--- src/rtl/temp_log_pkg.sv ---
// Shared types for the temperature history logger: arbiter FSM states,
// default sample width and the default playback index type.
package temp_log_pkg;

    localparam int DATA_W_DEF = 8;
    localparam int ADDR_W_DEF = 8;

    typedef logic [ADDR_W_DEF-1:0] sample_idx_t;

    typedef enum logic [2:0] {
        IDLE,
        WR,
        RD_ISSUE,
        RD_CAPT,
        RD_ERR
    } state_t;

endpackage

--- src/rtl/sample_tick_gen.sv ---
// Sample interval timer: counts 0..SAMPLE_DIV-1 and pulses o_tick on the terminal count.
// Ports: clk, rst_n (async, active-low), i_restart (sync restart to 0), o_tick (1-cycle pulse).
module sample_tick_gen #(
    parameter int SAMPLE_DIV = 100_000_000
) (
    input  logic clk,
    input  logic rst_n,
    input  logic i_restart,
    output logic o_tick
);

    localparam int            CW   = $clog2(SAMPLE_DIV);
    localparam logic [CW-1:0] LAST = CW'(SAMPLE_DIV - 1);

    logic [CW-1:0] r_cnt;
    logic          w_last;

    assign w_last = (r_cnt == LAST);
    // A restart wins over a coincident terminal count, so that tick is lost.
    assign o_tick = w_last && !i_restart;

    always_ff @(posedge clk or negedge rst_n) begin
        if (!rst_n) begin
            r_cnt <= '0;
        end else if (i_restart || w_last) begin
            r_cnt <= '0;
        end else begin
            r_cnt <= r_cnt + CW'(1);
        end
    end

endmodule

--- src/rtl/temp_history_arbiter.sv ---
// Owns the single-port history BRAM: logs one sample per tick into a circular
// buffer and serves playback reads of the Nth-newest sample, writes first.
// Ports: clk, rst_n; sample_data/sample_valid (logger); clear (empty history);
//   rd_req/rd_idx in, rd_ack/rd_valid/rd_data/rd_err out (playback);
//   count/full (fill status); bram_en/we/addr/din out, bram_dout in (BRAM).
module temp_history_arbiter
    import temp_log_pkg::*;
#(
    parameter int ADDR_W     = 8,
    parameter int DATA_W     = DATA_W_DEF,
    parameter int SAMPLE_DIV = 100_000_000
) (
    input  logic              clk,
    input  logic              rst_n,
    input  logic [DATA_W-1:0] sample_data,
    input  logic              sample_valid,
    input  logic              clear,
    input  logic              rd_req,
    input  logic [ADDR_W-1:0] rd_idx,
    output logic              rd_ack,
    output logic              rd_valid,
    output logic [DATA_W-1:0] rd_data,
    output logic              rd_err,
    output logic [ADDR_W:0]   count,
    output logic              full,
    output logic              bram_en,
    output logic              bram_we,
    output logic [ADDR_W-1:0] bram_addr,
    output logic [DATA_W-1:0] bram_din,
    input  logic [DATA_W-1:0] bram_dout
);

    localparam int            DEPTH   = 2 ** ADDR_W;
    localparam logic [ADDR_W:0] CNT_MAX = (ADDR_W + 1)'(DEPTH);

    state_t              r_state;
    logic [ADDR_W-1:0]   r_wr_ptr;
    logic [ADDR_W:0]     r_count;
    logic                r_pend;
    logic [DATA_W-1:0]   r_pend_data;
    logic [DATA_W-1:0]   r_rd_data;
    logic                r_rd_valid;
    logic                r_rd_err;
    logic                r_capt;
    logic                r_bram_en;
    logic                r_bram_we;
    logic [ADDR_W-1:0]   r_bram_addr;
    logic [DATA_W-1:0]   r_bram_din;

    logic                w_tick;
    logic                w_new;
    logic                w_wr_go;
    logic                w_idx_bad;
    logic                w_accept;
    logic [ADDR_W-1:0]   w_rd_addr;
    logic [DATA_W-1:0]   w_wr_data;

    sample_tick_gen #(
        .SAMPLE_DIV (SAMPLE_DIV)
    ) u_tick (
        .clk       (clk),
        .rst_n     (rst_n),
        .i_restart (clear),
        .o_tick    (w_tick)
    );

    // A tick in this very cycle counts as pending, so a read raised on the
    // tick cycle still yields to the write and then sees the new sample.
    assign w_new     = w_tick && sample_valid;
    assign w_wr_go   = r_pend || w_new;
    assign w_wr_data = w_new ? sample_data : r_pend_data;
    assign w_idx_bad = ({1'b0, rd_idx} >= r_count);
    assign w_rd_addr = r_wr_ptr - ADDR_W'(1) - rd_idx;
    assign w_accept  = (r_state == IDLE) && !w_wr_go && rd_req && !clear;

    always_ff @(posedge clk or negedge rst_n) begin
        if (!rst_n) begin
            r_state     <= IDLE;
            r_wr_ptr    <= '0;
            r_count     <= '0;
            r_pend      <= 1'b0;
            r_pend_data <= '0;
            r_rd_data   <= '0;
            r_rd_valid  <= 1'b0;
            r_rd_err    <= 1'b0;
            r_capt      <= 1'b0;
            r_bram_en   <= 1'b0;
            r_bram_we   <= 1'b0;
            r_bram_addr <= '0;
            r_bram_din  <= '0;
        end else begin
            // Outputs are set on entry to the state that owns them.
            r_bram_en  <= 1'b0;
            r_bram_we  <= 1'b0;
            r_rd_valid <= 1'b0;
            r_rd_err   <= 1'b0;
            r_capt     <= 1'b0;

            if (w_new) begin
                r_pend      <= 1'b1;
                r_pend_data <= sample_data;
            end

            if (clear) begin
                r_wr_ptr <= '0;
                r_count  <= '0;
                r_pend   <= 1'b0;
                if (r_state == RD_CAPT) begin
                    r_rd_data <= bram_dout;
                end
                // An in-flight read is closed out with an error.
                if (r_state == RD_ISSUE || r_state == RD_CAPT) begin
                    r_state    <= RD_ERR;
                    r_rd_valid <= 1'b1;
                    r_rd_err   <= 1'b1;
                end else begin
                    r_state <= IDLE;
                end
            end else begin
                unique case (r_state)
                    IDLE: begin
                        if (w_wr_go) begin
                            r_state     <= WR;
                            r_bram_en   <= 1'b1;
                            r_bram_we   <= 1'b1;
                            r_bram_addr <= r_wr_ptr;
                            r_bram_din  <= w_wr_data;
                        end else if (rd_req) begin
                            if (w_idx_bad) begin
                                r_state    <= RD_ERR;
                                r_rd_valid <= 1'b1;
                                r_rd_err   <= 1'b1;
                            end else begin
                                r_state     <= RD_ISSUE;
                                r_bram_en   <= 1'b1;
                                r_bram_addr <= w_rd_addr;
                            end
                        end
                    end
                    WR: begin
                        r_state  <= IDLE;
                        r_wr_ptr <= r_wr_ptr + ADDR_W'(1);
                        if (r_count != CNT_MAX) begin
                            r_count <= r_count + (ADDR_W + 1)'(1);
                        end
                        if (!w_new) begin
                            r_pend <= 1'b0;
                        end
                    end
                    RD_ISSUE: begin
                        r_state    <= RD_CAPT;
                        r_rd_valid <= 1'b1;
                        r_capt     <= 1'b1;
                    end
                    RD_CAPT: begin
                        r_state   <= IDLE;
                        r_rd_data <= bram_dout;
                    end
                    RD_ERR: begin
                        r_state <= IDLE;
                    end
                    default: begin
                        r_state <= IDLE;
                    end
                endcase
            end
        end
    end

    // BRAM data lands in the capture cycle; show it live alongside
    // rd_valid and hold the registered copy afterwards.
    assign rd_data   = r_capt ? bram_dout : r_rd_data;
    assign rd_ack    = rst_n && w_accept;
    assign rd_valid  = r_rd_valid;
    assign rd_err    = r_rd_err;
    assign count     = r_count;
    assign full      = (r_count == CNT_MAX);
    assign bram_en   = r_bram_en;
    assign bram_we   = r_bram_we;
    assign bram_addr = r_bram_addr;
    assign bram_din  = r_bram_din;

endmodule

--- config.mk ---
export PLATFORM = sky130hd
export DESIGN_NAME = temp_history_arbiter
export DESIGN_NICKNAME = d
export VERILOG_FILES = /design/src/rtl/temp_log_pkg.sv /design/src/rtl/sample_tick_gen.sv /design/src/rtl/temp_history_arbiter.sv
export SDC_FILE = /design/constraint.sdc
export NUM_CORES = 1
export LEC_CHECK = 0
export CORE_MARGIN = 3
export CORE_UTILIZATION = 42
export DETAILED_ROUTE_END_ITERATION = 10
export GPL_ROUTABILITY_DRIVEN = 0
export SYNTH_ARGS = -nofsm -noshare
export SYNTH_HDL_FRONTEND = slang
export SYNTH_SLANG_ARGS = --single-unit
--- constraint.sdc ---
create_clock -name clk -period 2.8 [get_ports clk]
set_input_delay 0.7 -clock clk [delete_from_list [all_inputs] [get_ports clk]]
set_output_delay 0.7 -clock clk [all_outputs]
set_load 0.01 [all_outputs]
==> results.json <==
{
  "run_status": "finished, final reports clean",
  "postRouteAntennaNets": 0,
  "core_region_um2": 10000,
  "detail_route.wirelength.met1_um": 4690,
  "fraction_of_final_layout_cells_sized_beyond_drive_strength_1_pct": 19.7,
  "dr_total_vias": 3250,
  "initial_antenna_violation_count": 0,
  "die_h_um": 109,
  "min_period_over_period_pct": 96.4,
  "worstPathRequired_ns": 2.10,
  "syn2layout_area_growth_pct": 27.1,
  "largest_family_of_logic_cells_by_synthesized_area": "simple AND/OR/NAND/NOR gates",
  "antennaDiodeCount": 0,
  "die_width_um": 109,
  "initialDrtViolationCount": 72,
  "slew_headroom_pct": 53.0,
  "cts-root-buf": "clkbuf_8",
  "async_s_r_ff_share_synth_pct": 100,
  "mostFrequentLayoutCells": "dfrtp_1 (84), clkdlybuf4s50_1 (62), nor2_1 (52), buf_4 (30), mux2_2 (29)",
  "post-synth-top-area-cell": "dfrtp_1",
  "worstSkewPairLatency_ns": 0.36,
  "maximum_number_of_pins_on_one_net_before_global_route_repair": 57,
  "final_hold_viol_count": 0,
  "postSynthCellCount": 409,
  "dp_hpwl_um": 6980,
  "via_per_inst": 5.08,
  "placementRows": 36,
  "power.leakage_uw": 0.00259,
  "cts-hold-fix-buffers": 0,
  "synth-xor-area-share_pct": 8.48,
  "post-route-worst-setup-slack_ns": 0.0998,
  "worst_slew_pin_slew_ns": 0.705,
  "overall_global_routing_resource_usage_pct": 17.3,
  "via_count_of_the_first_global_routing_pass": 3376,
  "route.met2.wl_um": 4420,
  "full_die_area_um2": 11800,
  "grt_overflow_total": 0,
  "cts_tree": "done",
  "crit_path_start_kind": "register",
  "final_common_cell": "dfrtp_1",
  "multi_input_comb_area_um2": 2190,
  "muxShareOfSynthArea_pct": 11.3,
  "synth-compound-area-share_pct": 6.34,
  "crit_path_max_fanout": 5,
  "clock-skew-final_ns": 0.0102,
  "crit_arrival_ns": 2.00,
  "final-max-slew-violation-count": 0,
  "dpl_worst_slack_ns": -0.376,
  "total_power_uw": 2650,
  "post_synth_and_or_nand_nor_area_fraction_pct": 16.8,
  "wl_per_cell_um": 15.0,
  "synth_seq_cells": 85,
  "port-buffer-count": 67,
  "met3_wirelength_um": 356,
  "clock_path_buffers": 2,
  "criticalPathCategory": "register to output port",
  "worst_setup_hold_path_clk_slew_ns": 0.09,
  "synthFlopType": "dfrtp_1",
  "layout.area.seq_um2": 2130,
  "max_clock_freq_mhz": 370,
  "power.density_cell_area_nw_per_um2": 469,
  "wirelength_um": 9600,
  "yosys_warnings": 0,
  "critPathCaptureType": "output port",
  "yosys.area_share.adder_pct": 5.80,
  "post_synth_instance_area_um2": 4440,
  "synth_cell_types": 52,
  "hold_slack_ns": 0.374,
  "drt_pre_antenna_iters": 4,
  "filler_cells_inserted": 883,
  "initial_core_util_pct": 44.2,
  "tritoncts.num_buffers": 9,
  "max_cap_violations": 0,
  "synth.top_cell.area_share_pct": 47.9,
  "highest-signal-layer": "met4",
  "setup_tns_ns": 0,
  "grt_setup_unrepaired": "false",
  "top_level_ports": 68,
  "post-route-min-period_ns": 2.70,
  "report.final.setup_viol": 0,
  "synth_nets": 458,
  "synth.yosys.seq_area_share_pct": 47.9,
  "clock_tree.htree_level_count": 3,
  "worst-r2r-cell-count": 8,
  "hold_path_class": "input pin to async pin",
  "post-route-drc-count": 0,
  "grt_pass1_wl_um": 16000,
  "synth_enable_flop_cells": 0,
  "number_of_nets_at_the_end_of_the_flow": 551,
  "synth.top_cells.by_area": "dfrtp_1 (48%), mux2_2 (7.4%), ha_1 (5.4%), nor2_1 (4.4%), xor2_1 (4.3%)",
  "numClockSinks": 85,
  "irDropWorstVdd_uv": 207,
  "mean_instance_size_in_the_synthesized_netlist_um2": 10.9
}
-- cell usage after synthesis (2+ instances only) --
library cell,count
buf_2,3
and4_1,4
xnor2_1,21
a21o_1,4
nand3_1,16
and3_1,8
nor3b_1,2
nand2_1,20
a211oi_1,5
mux2_1,4
clkbuf_1,6
nand3b_1,2
dfrtp_1,85
or3_1,4
a31oi_1,5
nor3_1,4
mux2_2,29
buf_1,2
or2_2,2
buf_4,2
mux2_4,8
a21oi_1,14
inv_1,21
nor2_1,52
nor4b_1,2
ha_1,19
xor2_1,22
and2_1,4
nor4b_2,2
o21ai_0,6
nand4_1,10
-- worst paths after layout --
path                            startpoint          endpoint  slack, ns
setup / recovery           u_tick.r_cnt[1]            rd_ack        0.1
hold / removal                       rst_n  u_tick.r_cnt[11]       0.37
setup reg to reg           u_tick.r_cnt[1]      bram_addr[1]       0.35
hold reg to reg             r_pend_data[6]    r_pend_data[6]       0.50
max in group asynchronous            rst_n      bram_addr[7]       1.39
min in group clk            r_pend_data[6]    r_pend_data[6]       0.50
-- registers in the layout (all words and copies together) (netlist names), 3 cells and up --
register / count
u_tick.r_cnt: 27
bram_din: 8
count: 9
r_rd_data: 8
r_state: 3
bram_addr: 8
r_pend_data: 8
r_wr_ptr: 8
-- critical path, stage by stage (launching register included) --
cell and delay, ns:
dfrtp_1 0.38, ha_2 0.20, and3_4 0.21, nand2_4 0.07
o41a_1 0.42, and4_1 0.20, buf_2 0.15
-- power breakdown --
part           internal (uW)  switching [uW]  leakage [uW]  total, uW
clock network            415             472     0.0000918        887
logic                    252             172       0.00136        424
registers               1300            41.7       0.00114       1340
total                   1960             687       0.00259       2650
-- layout make-up --
cell class | count | area share [%]
sequential | 85 | 37.7
clock buffer | 9 | 2.19
multi-input combinational | 289 | 38.8
tap | 133 | 2.95
timing repair buffer | 96 | 15.6
clock inverter | 7 | 1.33
inverter | 21 | 1.40
-- through the flow --
step,instances,util [%],area (um^2)
after detailed placement,620,53.7,5390
after global placement,620,53.7,5390
after global routing,640,56.2,5650
final,640,56.2,5650
after floorplan,409,-,4440
after CTS,640,56.0,5630
-- logic make-up (layout without fill, tap and decap cells) --
kind of cell | after synthesis | count (layout)
and+or+nand+nor | 141 | 141
adders and majority gates | 20 | 20
AOI/OAI and AO/OA | 43 | 43
muxes | 42 | 42
buffers and inverters | 35 | 133
DFF | 85 | 85
xor gates and xnor gates | 43 | 43
-- routing by layer --
metal | global-route usage, % | vias to the layer above
li1 | - | 1600
met1 | 23.5 | 1579
met2 | 27.7 | 60
met3 | 2.61 | 11
met4 | 7.12 | 0
met5 | 0 | -
-- timing repair --
action	CTS	global route
pin swaps	4	0
setup endpoints to repair	2	1
gates resized for setup	9	5
setup buffers	4	0
No activity file was read; power rests on OpenSTA's default activity.
